[config.mk]
export PLATFORM = sky130hd
export DESIGN_NAME = operand_loader_flat
export DESIGN_NICKNAME = d
export VERILOG_FILES = /design/src/rtl/operand_loader_pkg.sv /design/src/rtl/operand_loader_if.sv /design/src/rtl/enable_hold_timer.sv /design/src/rtl/operand_loader.sv /design/src/flat_wrapper.sv
export SDC_FILE = /design/constraint.sdc
export NUM_CORES = 1
export LEC_CHECK = 0
export BUFFER_PORTS_ARGS = -buffer_cell sky130_fd_sc_hd__buf_2
export CAP_MARGIN = 15
export CELL_PAD_IN_SITES_DETAIL_PLACEMENT = 0
export CELL_PAD_IN_SITES_GLOBAL_PLACEMENT = 1
export CORE_MARGIN = 2
export CORE_UTILIZATION = 35
export DETAILED_ROUTE_END_ITERATION = 7
export PLACE_DENSITY_LB_ADDON = 0.1
export SLEW_MARGIN = 20
export SYNTH_ARGS = -nofsm -noshare
export SYNTH_HDL_FRONTEND = slang
export SYNTH_SLANG_ARGS = --single-unit
[constraint.sdc]
create_clock -name clk -period 2.55 [get_ports clk]
set_clock_uncertainty 0.15 [all_clocks]
set_input_delay 0.6375 -clock clk [delete_from_list [all_inputs] [get_ports clk]]
set_output_delay 0.6375 -clock clk [all_outputs]
set_load 0.005 [all_outputs]
[src/rtl/operand_loader_pkg.sv]
// Shared types and constants for the operand loader.
package operand_loader_pkg;

  localparam int NIB_W      = 4;
  localparam int HOLD_CNT_W = 4;

  typedef enum logic [1:0] {
    IDLE  = 2'd0,
    GOT_A = 2'd1,
    HOLD  = 2'd2
  } state_e;

endpackage : operand_loader_pkg

[src/rtl/operand_loader_if.sv]
// Nibble input bus, ALU acknowledge/flush and the operand outputs of the loader.
interface operand_loader_if;
  import operand_loader_pkg::*;

  logic             in_valid;
  logic [NIB_W-1:0] in_data;
  logic             in_ready;
  logic             alu_ack;
  logic             flush;
  logic             D;
  logic             A3, A2, A1, A0;
  logic             B3, B2, B1, B0;
  logic             busy;

  // Environment side: supplies nibbles, acknowledges and flushes.
  modport master (
    output in_valid, in_data, alu_ack, flush,
    input  in_ready, D, A3, A2, A1, A0, B3, B2, B1, B0, busy
  );

  // Loader side.
  modport slave (
    input  in_valid, in_data, alu_ack, flush,
    output in_ready, D, A3, A2, A1, A0, B3, B2, B1, B0, busy
  );
endinterface : operand_loader_if

[src/rtl/enable_hold_timer.sv]
// Counts cycles the operand enable has been high; min_met flags that an
// acknowledge may now be honoured.
module enable_hold_timer
  import operand_loader_pkg::*;
#(
  parameter int unsigned HOLD_MIN = 1
) (
  input  logic clk,
  input  logic rst,
  input  logic clr,
  input  logic en,
  output logic min_met
);

  localparam logic [HOLD_CNT_W-1:0] HOLD_LIM = HOLD_CNT_W'(HOLD_MIN);
  localparam logic [HOLD_CNT_W-1:0] HOLD_THR = HOLD_CNT_W'(HOLD_MIN - 1);

  logic [HOLD_CNT_W-1:0] cnt_q, cnt_d;

  // Next count: clear wins, otherwise saturate at HOLD_MIN.
  always_comb begin
    // NOTE: default assignment first so no path through always_comb infers a latch.
    cnt_d = cnt_q;
    if (clr) begin
      cnt_d = '0;
    end else if (en && (cnt_q < HOLD_LIM)) begin
      cnt_d = cnt_q + 1'b1;
    end
  end

  // Count register with synchronous reset.
  always_ff @(posedge clk) begin
    // NOTE: sequential state uses non-blocking assignments only.
    if (rst) cnt_q <= '0;
    else     cnt_q <= cnt_d;
  end

  assign min_met = (cnt_q >= HOLD_THR);

endmodule : enable_hold_timer

[src/rtl/operand_loader.sv]
// Collects operand A then B from a shared nibble bus and holds them with the
// enable D high until the ALU acknowledges after the minimum hold time.
module operand_loader
  import operand_loader_pkg::*;
#(
  parameter int unsigned HOLD_MIN   = 1,
  parameter bit          CLR_ON_REL = 1'b1
) (
  input logic              clk,
  input logic              rst,
  operand_loader_if.slave  bus
);

  state_e           state_q, state_d;
  logic [NIB_W-1:0] a_q, a_d;
  logic [NIB_W-1:0] b_q, b_d;
  logic             d_q, d_d;
  logic             busy_q, busy_d;
  logic             in_ready;
  logic             accept;
  logic             min_met;
  logic             tmr_clr;

  // in_ready decodes state only; HOLD refuses beats so upstream keeps its data.
  assign in_ready = (state_q != HOLD);
  assign accept   = bus.in_valid && in_ready;

  // Counter runs only while holding and restarts whenever HOLD is left.
  assign tmr_clr = (state_q != HOLD) || (state_d != HOLD);

  enable_hold_timer #(.HOLD_MIN(HOLD_MIN)) u_timer (
    .clk     (clk),
    .rst     (rst),
    .clr     (tmr_clr),
    .en      (state_q == HOLD),
    .min_met (min_met)
  );

  // Next-state, operand and registered-output logic.
  always_comb begin
    state_d = state_q;
    a_d     = a_q;
    b_d     = b_q;
    if (bus.flush) begin
      state_d = IDLE;
      if (CLR_ON_REL) begin
        a_d = '0;
        b_d = '0;
      end
    end else begin
      unique case (state_q)
        IDLE: begin
          if (accept) begin
            a_d     = bus.in_data;
            state_d = GOT_A;
          end
        end
        GOT_A: begin
          if (accept) begin
            b_d     = bus.in_data;
            state_d = HOLD;
          end
        end
        HOLD: begin
          // Early acks are dropped; only an ack with the minimum met releases.
          if (bus.alu_ack && min_met) begin
            state_d = IDLE;
            if (CLR_ON_REL) begin
              a_d = '0;
              b_d = '0;
            end
          end
        end
        default: state_d = IDLE;
      endcase
    end
    d_d    = (state_d == HOLD);
    busy_d = (state_d != IDLE);
  end

  // Single state/output register bank; reset overrides every input.
  always_ff @(posedge clk) begin
    // NOTE: synchronous reset, so rst is tested inside the clocked block only.
    if (rst) begin
      state_q <= IDLE;
      a_q     <= '0;
      b_q     <= '0;
      d_q     <= 1'b0;
      busy_q  <= 1'b0;
    end else begin
      state_q <= state_d;
      a_q     <= a_d;
      b_q     <= b_d;
      d_q     <= d_d;
      busy_q  <= busy_d;
    end
  end

  assign bus.in_ready = in_ready;
  assign bus.D        = d_q;
  assign bus.busy     = busy_q;
  assign {bus.A3, bus.A2, bus.A1, bus.A0} = a_q;
  assign {bus.B3, bus.B2, bus.B1, bus.B0} = b_q;

endmodule : operand_loader

[src/flat_wrapper.sv]
// flat-port wrapper written by rule: the top's interface ports become plain ports
module operand_loader_flat import operand_loader_pkg::*;
#(
  parameter int unsigned HOLD_MIN   = 1,
  parameter bit          CLR_ON_REL = 1'b1
)
  (clk, rst, bus_in_valid, bus_in_data, bus_alu_ack, bus_flush, bus_in_ready, bus_D, bus_A3, bus_A2, bus_A1, bus_A0, bus_B3, bus_B2, bus_B1, bus_B0, bus_busy);
  operand_loader_if bus_i ();
  input logic clk;
  input logic rst;
  input wire logic [$bits(bus_i.in_valid)-1:0] bus_in_valid;
  input wire logic [$bits(bus_i.in_data)-1:0] bus_in_data;
  input wire logic [$bits(bus_i.alu_ack)-1:0] bus_alu_ack;
  input wire logic [$bits(bus_i.flush)-1:0] bus_flush;
  output wire logic [$bits(bus_i.in_ready)-1:0] bus_in_ready;
  output wire logic [$bits(bus_i.D)-1:0] bus_D;
  output wire logic [$bits(bus_i.A3)-1:0] bus_A3;
  output wire logic [$bits(bus_i.A2)-1:0] bus_A2;
  output wire logic [$bits(bus_i.A1)-1:0] bus_A1;
  output wire logic [$bits(bus_i.A0)-1:0] bus_A0;
  output wire logic [$bits(bus_i.B3)-1:0] bus_B3;
  output wire logic [$bits(bus_i.B2)-1:0] bus_B2;
  output wire logic [$bits(bus_i.B1)-1:0] bus_B1;
  output wire logic [$bits(bus_i.B0)-1:0] bus_B0;
  output wire logic [$bits(bus_i.busy)-1:0] bus_busy;
  assign bus_i.in_valid = bus_in_valid;
  assign bus_i.in_data = bus_in_data;
  assign bus_i.alu_ack = bus_alu_ack;
  assign bus_i.flush = bus_flush;
  assign bus_in_ready = bus_i.in_ready;
  assign bus_D = bus_i.D;
  assign bus_A3 = bus_i.A3;
  assign bus_A2 = bus_i.A2;
  assign bus_A1 = bus_i.A1;
  assign bus_A0 = bus_i.A0;
  assign bus_B3 = bus_i.B3;
  assign bus_B2 = bus_i.B2;
  assign bus_B1 = bus_i.B1;
  assign bus_B0 = bus_i.B0;
  assign bus_busy = bus_i.busy;
  operand_loader #(.HOLD_MIN(HOLD_MIN), .CLR_ON_REL(CLR_ON_REL)) u_core (.clk(clk), .rst(rst), .bus(bus_i));
endmodule
* After elaboration in Yosys (flattened, before gate mapping)
Cells that the tools add are included.
** Storage, ports and cells
- Register bits after elaboration :: 16
- Logic and storage cells :: 38
** Operators by class
- Add/subtract/negate cells :: 1
- Order comparisons :: 2
- Equality and inequality tests :: 8
- Mux-type cells :: 9
- Reductions and logical operators :: 12
** Operator list (count)
- $pmux W4 S2 :: 2
- $mux W2 :: 4
- $mux W4 :: 2
- $ne A2 B1 Y1 const B :: 3
- $pmux W2 S3 :: 1
- $reduce_and A3 Y1 :: 2
- $reduce_bool A2 Y1 :: 3
- $add A4 B1 Y4 const B :: 1
- $eq A2 B2 Y1 const B :: 2
- $ge A4 B1 Y1 const B :: 1
- $lt A4 B1 Y1 const B :: 1
- $ne A2 B2 Y1 const B :: 2
- $reduce_or A2 Y1 :: 2
- $logic_and A1 B1 Y1 :: 3
- $eq A2 B1 Y1 const B :: 1
- $logic_not A2 Y1 :: 1
- $logic_or A1 B1 Y1 :: 1

* Depth between registers and ports, before layout
Gate-level depths: netlist (run 1).
- Word-level depth :: 8
- Mapped depth :: 6
- Mapped depth without buffers :: 6

* Modules after synthesis
From an unflattened synthesis (run 1), not the netlist that was laid out.
** Second synthesis, totals
- Cell total of the unflattened synthesis :: 50
- Area, all modules :: 485.5 um^2
** Modules (own cells, without submodules)
- operand_loader :: instances 1, cells each 48, area an instance 474.2 um^2
- enable_hold_timer :: instances 1, cells each 2, area an instance 11.3 um^2

* Worst setup path after synthesis (run 1)
Ideal clock, no wire load.
- Path type :: in2reg
- Start :: in rst
- End :: reg u_core.b_q[0]
- Library setup time :: 61 ps
- Arrival time :: 1348 ps
- Slack :: 990 ps
- Stages :: 4
- Path buffers :: 0
- Path through :: nor2_1 > nand2_1 > nor3_1 > a32o_1
** Between the ends
- Word-level cells in the longest chain between the ends :: 1
** RTL lines
- start, declared :: line flat_wrapper.sv:10 : input logic rst;
- $reduce_or A2 Y1 (no source line)
- end signal, assigned :: line operand_loader.sv:87 : b_q <= '0;
- end signal, assigned :: line operand_loader.sv:93 : b_q <= b_d;
- end, declared :: line operand_loader.sv:16 : logic [NIB_W-1:0] b_q, b_d;
No other way between the ends.
A chain may end at the register's enable or synchronous reset.

* Worst setup path after layout (run 1)
- Start :: reg u_core.state_q[0]
- End :: out bus_in_ready
** Between the ends
- Word-level cells in the longest chain between the ends :: 1
** RTL lines
- start, declared :: line operand_loader.sv:14 : state_e state_q, state_d;
- start signal, assigned :: line operand_loader.sv:91 : state_q <= state_d;
- $ne A2 B2 Y1 :: line operand_loader.sv:25 : assign in_ready = (state_q != HOLD);
- end, declared :: line flat_wrapper.sv:15 : output wire logic [$bits(bus_i.in_ready)-1:0] bus_in_ready;
No other way between the ends.

==> reports/qor.tcl, run 1 <==
set qor(port-buffer-count) 19
set qor(power.total_mw) 0.406
set qor(grt_max_degree) 8
set qor(clk-insertion-delay-late_ns) 0.27
set qor(pre_cts_ws_ns) 0.681
set qor(worstHoldPathType) {reg2reg}
set qor(ff2ff_setup_slack_ns) 0.82
set qor(htree_num_levels) 1
set qor(drive_above_1_share) 0.333
set qor(syn2layout_area_growth_pct) 29.2
set qor(pwr_density_cell_mw_per_mm2) 611
set qor(ys_seq_elements) 12
set qor(post_layout_nonfiller_instances) 90
set qor(synth-warning-count) 0
set qor(post-route-drc-count) 0
set qor(clock_sink_count) 12
set qor(setup_slack_ns) 0.577
set qor(worst_setup_path_startpoint) {u_core.state_q[0]}
set qor(detailedPlacementHpwl_um) 898
set qor(cts_inserted_buffers) 3
set qor(endpoint_kind) {output pin}
set qor(r2r.worst_path.cells) 6
set qor(initial_core_util) 0.386
set qor(rows) 13
set qor(dieWidth_um) 42.3
set qor(ctsRootBufferMaster) {sky130_fd_sc_hd__clkbuf_4}
set qor(clkSlewWorstSetupHoldPaths_ns) 0.08
set qor(outcome) {completed}
set qor(dr_total_vias) 473
set qor(rsz_0062_raised_after_global_routing) {no}
set qor(slew_headroom) 0.717
set qor(finalWirelength_mm) 1.10
set qor(clk_path_buf_depth) 2
set qor(overflow) 0
set qor(drt-initial-drc-count) 8
set qor(vias_per_cell) 5.26
set qor(postCtsHoldBufs) 0
set qor(mappedNetlistNets) 65
set qor(grt_first_pass_wirelength_mm) 1.73
set qor(antenna_cell_count) 0
set qor(cp-start-kind) {register}
set qor(finalSetupTns_ns) 0
set qor(crit_path_category) {reg2out}
set qor(critical_path.reg2reg.endpoint) {u_core.a_q[0]}
set qor(synth.lib_cells_used.distinct) 18
set qor(nets) 89
set qor(synth_top_cell_by_area) {sky130_fd_sc_hd__dfxtp_1}
set qor(tritoncts) {yes}
set qor(ys_top_cells_by_area) {sky130_fd_sc_hd__dfxtp_1 (47%), sky130_fd_sc_hd__ha_1 (9.7%), sky130_fd_sc_hd__a32o_1 (7.8%), sky130_fd_sc_hd__a22oi_1 (7.3%), sky130_fd_sc_hd__nor3_1 (4.9%)}
set qor(syn-cell-area_sq_um) 514
set qor(post_drt_wl_per_cell_um) 12.3
set qor(timing_worst_slew_pin_value_ns) 0.420
set qor(report.final.slew_viol_count) 0
set qor(final-hold-violation-count) 0
set qor(hp-start) {u_core.b_q[0]}
set qor(critPathArrivalTime_ns) 1.19
set qor(yosys.area.top_type_share) 0.467
set qor(placeableCoreArea_sq_mm) 0.00133
set qor(post-cts-setup-buffer-count) 0
set qor(number_of_ports_placed_on_the_die_boundary) 20
set qor(antenna_violations_before_repair) 0
set qor(detailedRoute.firstPassIterationCount) 4
set qor(die_h_um) 42.3
set qor(max_cap_viol_count) 0
set qor(timing.hold.worst_path_depth) 1
set qor(place_congestion) 0.806
set qor(final_antenna_net_count) 0
set qor(seq_area_frac_synth) 0.467
set qor(die-area_sq_mm) 0.00179
set qor(first_global_vias) 394
set qor(post_synth_inst_count) 52
set qor(ctsResizeCount) 0
set qor(finalSetupViolations) 0
set qor(worst_r2r_startpoint) {u_core.state_q[0]}
set qor(grt_use_total) 0.131
set qor(crit_end) {bus_in_ready}
set qor(shortest_clock_period_the_worst_path_allows_after_layout_ns) 1.97
set qor(final_min_period_over_clock_period) 0.774
set qor(peakVddDrop_mv) 0.417
set qor(post-route-util) 0.498
set qor(timing.critical_path.required_ns) 1.76
set qor(power.leakage_nw) 0.315
set qor(max_freq_ghz) 0.507
set qor(dp_cells) 86
set qor(crit_fanout) 7
set qor(syn_area_per_cell_sq_um) 9.89
synth_stat cells:
cell type	number
sky130_fd_sc_hd__o31ai_1	1
sky130_fd_sc_hd__a21oi_1	1
sky130_fd_sc_hd__nor3b_1	1
sky130_fd_sc_hd__nor2b_1	1
sky130_fd_sc_hd__a22o_1	1
sky130_fd_sc_hd__a32o_1	4
sky130_fd_sc_hd__nand2_1	2
sky130_fd_sc_hd__or3_1	1
sky130_fd_sc_hd__nor2_1	5
sky130_fd_sc_hd__nand2b_1	1
sky130_fd_sc_hd__nor3_1	5
sky130_fd_sc_hd__dfxtp_1	12
sky130_fd_sc_hd__o22ai_1	1
sky130_fd_sc_hd__a22oi_1	5
sky130_fd_sc_hd__ha_1	4
sky130_fd_sc_hd__inv_1	5
sky130_fd_sc_hd__a31oi_2	1
sky130_fd_sc_hd__and3b_2	1
placed cells by master, fill, tap and decap left out:
cell and count:
sky130_fd_sc_hd__ha_1 4, sky130_fd_sc_hd__nor3b_1 1, sky130_fd_sc_hd__clkbuf_8 1, sky130_fd_sc_hd__nor2_1 5
sky130_fd_sc_hd__o31ai_1 1, sky130_fd_sc_hd__and3b_2 1, sky130_fd_sc_hd__nand2_1 2, sky130_fd_sc_hd__nor3_1 5
sky130_fd_sc_hd__o22ai_1 1, sky130_fd_sc_hd__a22oi_1 5, sky130_fd_sc_hd__a21oi_1 1, sky130_fd_sc_hd__a31oi_2 1
sky130_fd_sc_hd__a22o_1 1, sky130_fd_sc_hd__a32o_1 4, sky130_fd_sc_hd__dfxtp_1 12, sky130_fd_sc_hd__buf_2 19
sky130_fd_sc_hd__nand2b_1 1, sky130_fd_sc_hd__nor2b_1 1, sky130_fd_sc_hd__inv_1 5, sky130_fd_sc_hd__or3_1 1
sky130_fd_sc_hd__clkbuf_4 3
registers in the layout, summed over array words and instances, names as in the netlist:
register and flops:
u_core.bus.busy 1, u_core.state_q 2, u_core.a_q 4, u_core.b_q 4
u_core.bus.D 1
metrics by stage:
stage                     hold slack [ns]  cell area, sq um
after floorplan                     0.343               514
after global placement              0.333               628
after detailed placement            0.331               628
after CTS                           0.349               664
after global routing                0.362               664
final                               0.347               664
worst max-delay path: stages (launching register included):
cell and delay [ns]:
sky130_fd_sc_hd__dfxtp_1 0.37, sky130_fd_sc_hd__inv_1 0.09, sky130_fd_sc_hd__ha_1 0.28, sky130_fd_sc_hd__inv_1 0.07, sky130_fd_sc_hd__buf_2 0.10
where the power goes:
part,switching (mW),total [mW],internal [mW]
Sequential,0.00330,0.197,0.194
Combinational,0.0323,0.0571,0.0249
Clock,0.0649,0.152,0.0867
worst min path at each step:
stage | to | slack [ns]
6_report | u_core.b_q[0] | 0.35
5_1_grt | u_core.b_q[0] | 0.36
4_1_cts | u_core.b_q[0] | 0.35
3_5_place_dp | u_core.b_q[0] | 0.33
3_3_place_gp | u_core.b_q[0] | 0.33
2_1_floorplan | u_core.b_q[0] | 0.34
layout make-up:
class / instances / area (sq um)
sequential: 12 / 240
clock buffer: 4 / 36.3
timing repair buffer: 19 / 95.1
multi-input combinational: 35 / 255
fill: 147 / 669
tap: 15 / 18.8
inverter: 5 / 18.8
cells by family after synthesis:
family,Yosys count,synth area share
and+or+nand+nor,17,0.170
buffers and inverters,5,0.0365
DFF,12,0.467
AOI/OAI and AO/OA,14,0.229
adders and majority gates,4,0.0973
per-layer routing:
layer / up-vias / track usage / routed length (um)
li1: 242 / - / -
met1: 218 / 0.178 / 583
met2: 11 / 0.169 / 447
met3: 2 / 0.0690 / 64
met4: 0 / 0.0563 / 7
met5: - / 0 / 0
No activity file was read; power rests on OpenSTA's default activity.
==> inputs of run 2 (changes only) <==
--- a/config.mk
+++ b/config.mk
@@ -9,8 +9,9 @@
 export CAP_MARGIN = 15
 export CELL_PAD_IN_SITES_DETAIL_PLACEMENT = 0
 export CELL_PAD_IN_SITES_GLOBAL_PLACEMENT = 1
+export CORE_ASPECT_RATIO = 0.75
 export CORE_MARGIN = 2
-export CORE_UTILIZATION = 35
+export CORE_UTILIZATION = 29
 export DETAILED_ROUTE_END_ITERATION = 7
 export PLACE_DENSITY_LB_ADDON = 0.1
 export SLEW_MARGIN = 20
==> constraint.sdc (replaced) <==
create_clock -name clk -period 1.78 [get_ports clk]
set_clock_uncertainty 0.15 [all_clocks]
set_input_delay 0.445 -clock clk [delete_from_list [all_inputs] [get_ports clk]]
set_output_delay 0.445 -clock clk [all_outputs]
set_load 0.005 [all_outputs]
==> run 2 against run 1 <==
Compared with the run above: global-route usage decreased by 1.0 points; combinational power is 55% higher; via count stayed put; non-clock buffer count up 2; setup slack got worse by 0.53 ns; flip-flop and latch count did not move; total power grew 44%; wire length is 1.1% higher; sequential share of layout area decreased by 1.8 points; sequential power is 44% higher; first-iteration DRC count decreased by 13%; largest cell class unchanged; highest routed layer is now met3.
==> reports/qor.tcl, run 2 (same netlist as run 1, synthesis figures left out) <==
set qor(placedInstanceArea_sq_um) 652
set qor(clock_sink_count) 12
set qor(report.final.slew_viol_count) 0
set qor(worst-path-stages) 4
set qor(post-route-drc-count) 0
set qor(slew_headroom) 0.714
set qor(critPathArrivalTime_ns) 1.14
set qor(vias_per_cell) 4.78
set qor(p_sw_mw) 0.143
set qor(clock_power_share) 0.364
set qor(detailedRoute.firstPassIterationCount) 4
set qor(peakVddDrop_mv) 0.387
set qor(timing.hold.worst_path_depth) 2
set qor(detailedPlacementHpwl_um) 918
set qor(grt_use_total) 0.121
set qor(port-buffer-count) 19
set qor(worst-path-buf-inv) 3
set qor(antenna_cell_count) 0
set qor(layout.cells.most_common_list) {sky130_fd_sc_hd__buf_2 (19), sky130_fd_sc_hd__dfxtp_1 (12)}
set qor(antenna_violations_before_repair) 0
set qor(setup_slack_ns) 0.0466
set qor(clkSlewWorstSetupHoldPaths_ns) 0.08
set qor(clk_path_buf_depth) 2
set qor(timing.critical_path.max_delay_family) {flip-flops}
set qor(dr_total_vias) 473
set qor(first_global_vias) 413
set qor(initial_core_util) 0.301
set qor(die_h_um) 40.5
set qor(layout.filler_cells) 189
set qor(htree_num_levels) 1
set qor(switching_share_of_power) 0.244
set qor(path_common_cell) {sky130_fd_sc_hd__inv_1}
set qor(combinationalPowerShare) 0.151
set qor(r2r.worst_path.cells) 6
set qor(final_antenna_net_count) 0
set qor(outcome) {completed}
set qor(timing.critical_path.required_ns) 1.18
set qor(rows) 13
set qor(crit_fanout) 7
set qor(cp-start-kind) {register}
set qor(most_common_cell_after_layout_fill_and_taps_aside) {sky130_fd_sc_hd__buf_2}
set qor(die-area_sq_mm) 0.00213
set qor(pwr_density_cell_mw_per_mm2) 835
set qor(max_freq_ghz) 0.577
set qor(drive_above_1_share) 0.364
set qor(rsz_0062_raised_after_global_routing) {yes}
set qor(internal_power_mw) 0.441
set qor(nets) 91
set qor(design_area_sq_um) 699
set qor(top_registers) {u_core.a_q (4), u_core.b_q (4), u_core.state_q (2)}
set qor(critical_path.max_stage_delay_ns) 0.33
set qor(dieWidth_um) 52.6
set qor(max_cap_viol_count) 0
set qor(grt_first_pass_wirelength_mm) 1.78
set qor(tritoncts) {yes}
set qor(syn2layout_area_growth_pct) 36.0
set qor(cts_inserted_buffers) 3
set qor(fin_worst_hold_slack_ns) 0.255
set qor(number_of_ports_placed_on_the_die_boundary) 20
set qor(timing_worst_slew_pin_value_ns) 0.426
set qor(finalWirelength_mm) 1.12
set qor(endpoint_kind) {output pin}
set qor(post_drt_wl_per_cell_um) 11.3
set qor(sequential_fraction_of_design_power) 0.484
set qor(grt_max_degree) 8
set qor(power.leakage_nw) 0.325
set qor(slowest_stage) {sky130_fd_sc_hd__dfxtp_1}
set qor(crit_path_category) {reg2out}
set qor(final_min_period_over_clock_period) 0.974
set qor(shortest_clock_period_the_worst_path_allows_after_layout_ns) 1.73
set qor(worstHoldPathType) {in2reg}
set qor(placeableCoreArea_sq_mm) 0.00171
set qor(pre_cts_ws_ns) 0.0868
set qor(clk-insertion-delay-late_ns) 0.26
set qor(critical_path.cell_chain) {inv_1 -> ha_2 -> inv_1 -> buf_2}
set qor(power.total_mw) 0.584
set qor(drt-initial-drc-count) 7
set qor(postCtsHoldBufs) 0
set qor(final-hold-violation-count) 0
set qor(place_congestion) 0.720
set qor(finalSetupViolations) 0
set qor(overflow) 0
set qor(ctsRootBufferMaster) {sky130_fd_sc_hd__clkbuf_4}
==> run 2: power by group through the flow <==
stage	combinational [mW]	sequential (mW)	clock, mW
after detailed placement	0.0842	0.289	0
after global routing	0.100	0.284	0.239
after floorplan	0.0475	0.290	0
final	0.0883	0.283	0.213
after global placement	0.0868	0.289	0
after CTS	0.0852	0.283	0.223
==> run 2: repair_timing <==
action	CTS	global route
resized for setup	1	1
endpoints found under the setup margin	1	7
buffers inserted	0	0
==> run 2: worst register-to-register path: stages, from the launching register on <==
cell                      delay (ns)
sky130_fd_sc_hd__dfxtp_1        0.37
sky130_fd_sc_hd__inv_1          0.09
sky130_fd_sc_hd__ha_1           0.22
sky130_fd_sc_hd__nor2b_1        0.15
sky130_fd_sc_hd__o22ai_1        0.19
sky130_fd_sc_hd__nand2_1        0.15
sky130_fd_sc_hd__a32o_1         0.27
==> run 2: per-stage QoR <==
step           TNS, ns  utilization  instances
2_1_floorplan        0            -         52
3_3_place_gp         0        0.382         95
3_5_place_dp         0        0.382         95
4_1_cts              0        0.404         99
5_1_grt        -0.0801        0.410         99
6_report             0        0.410         99
==> run 2: cell type report <==
class | count | area (sq um) | share of cell area
Clock buffer | 4 | 36.3 | 0.0519
Inverter | 5 | 18.8 | 0.0268
Multi-Input combinational cell | 35 | 267 | 0.381
Sequential cell | 12 | 240 | 0.343
Tap cell | 22 | 27.5 | 0.0394
Timing Repair Buffer | 21 | 110 | 0.157
==> run 2: path summary, 6_finish.rpt <==
| path | start | end | slack, ns |
|---|---|---|---|
| max | u_core.state_q[0] | bus_in_ready | 0.05 |
| min | bus_in_data[1] | u_core.b_q[1] | 0.25 |
| max reg2reg | u_core.state_q[1] | u_core.b_q[2] | 0.10 |
| min reg2reg | u_core.b_q[1] | u_core.b_q[1] | 0.35 |
==> run 2: per-layer routing <==
layer,up-vias,share of wire,track usage
met5,-,0,0
met4,0,0,0.0256
met1,222,0.54,0.164
met2,8,0.41,0.159
met3,0,0.053,0.0746
li1,243,-,-
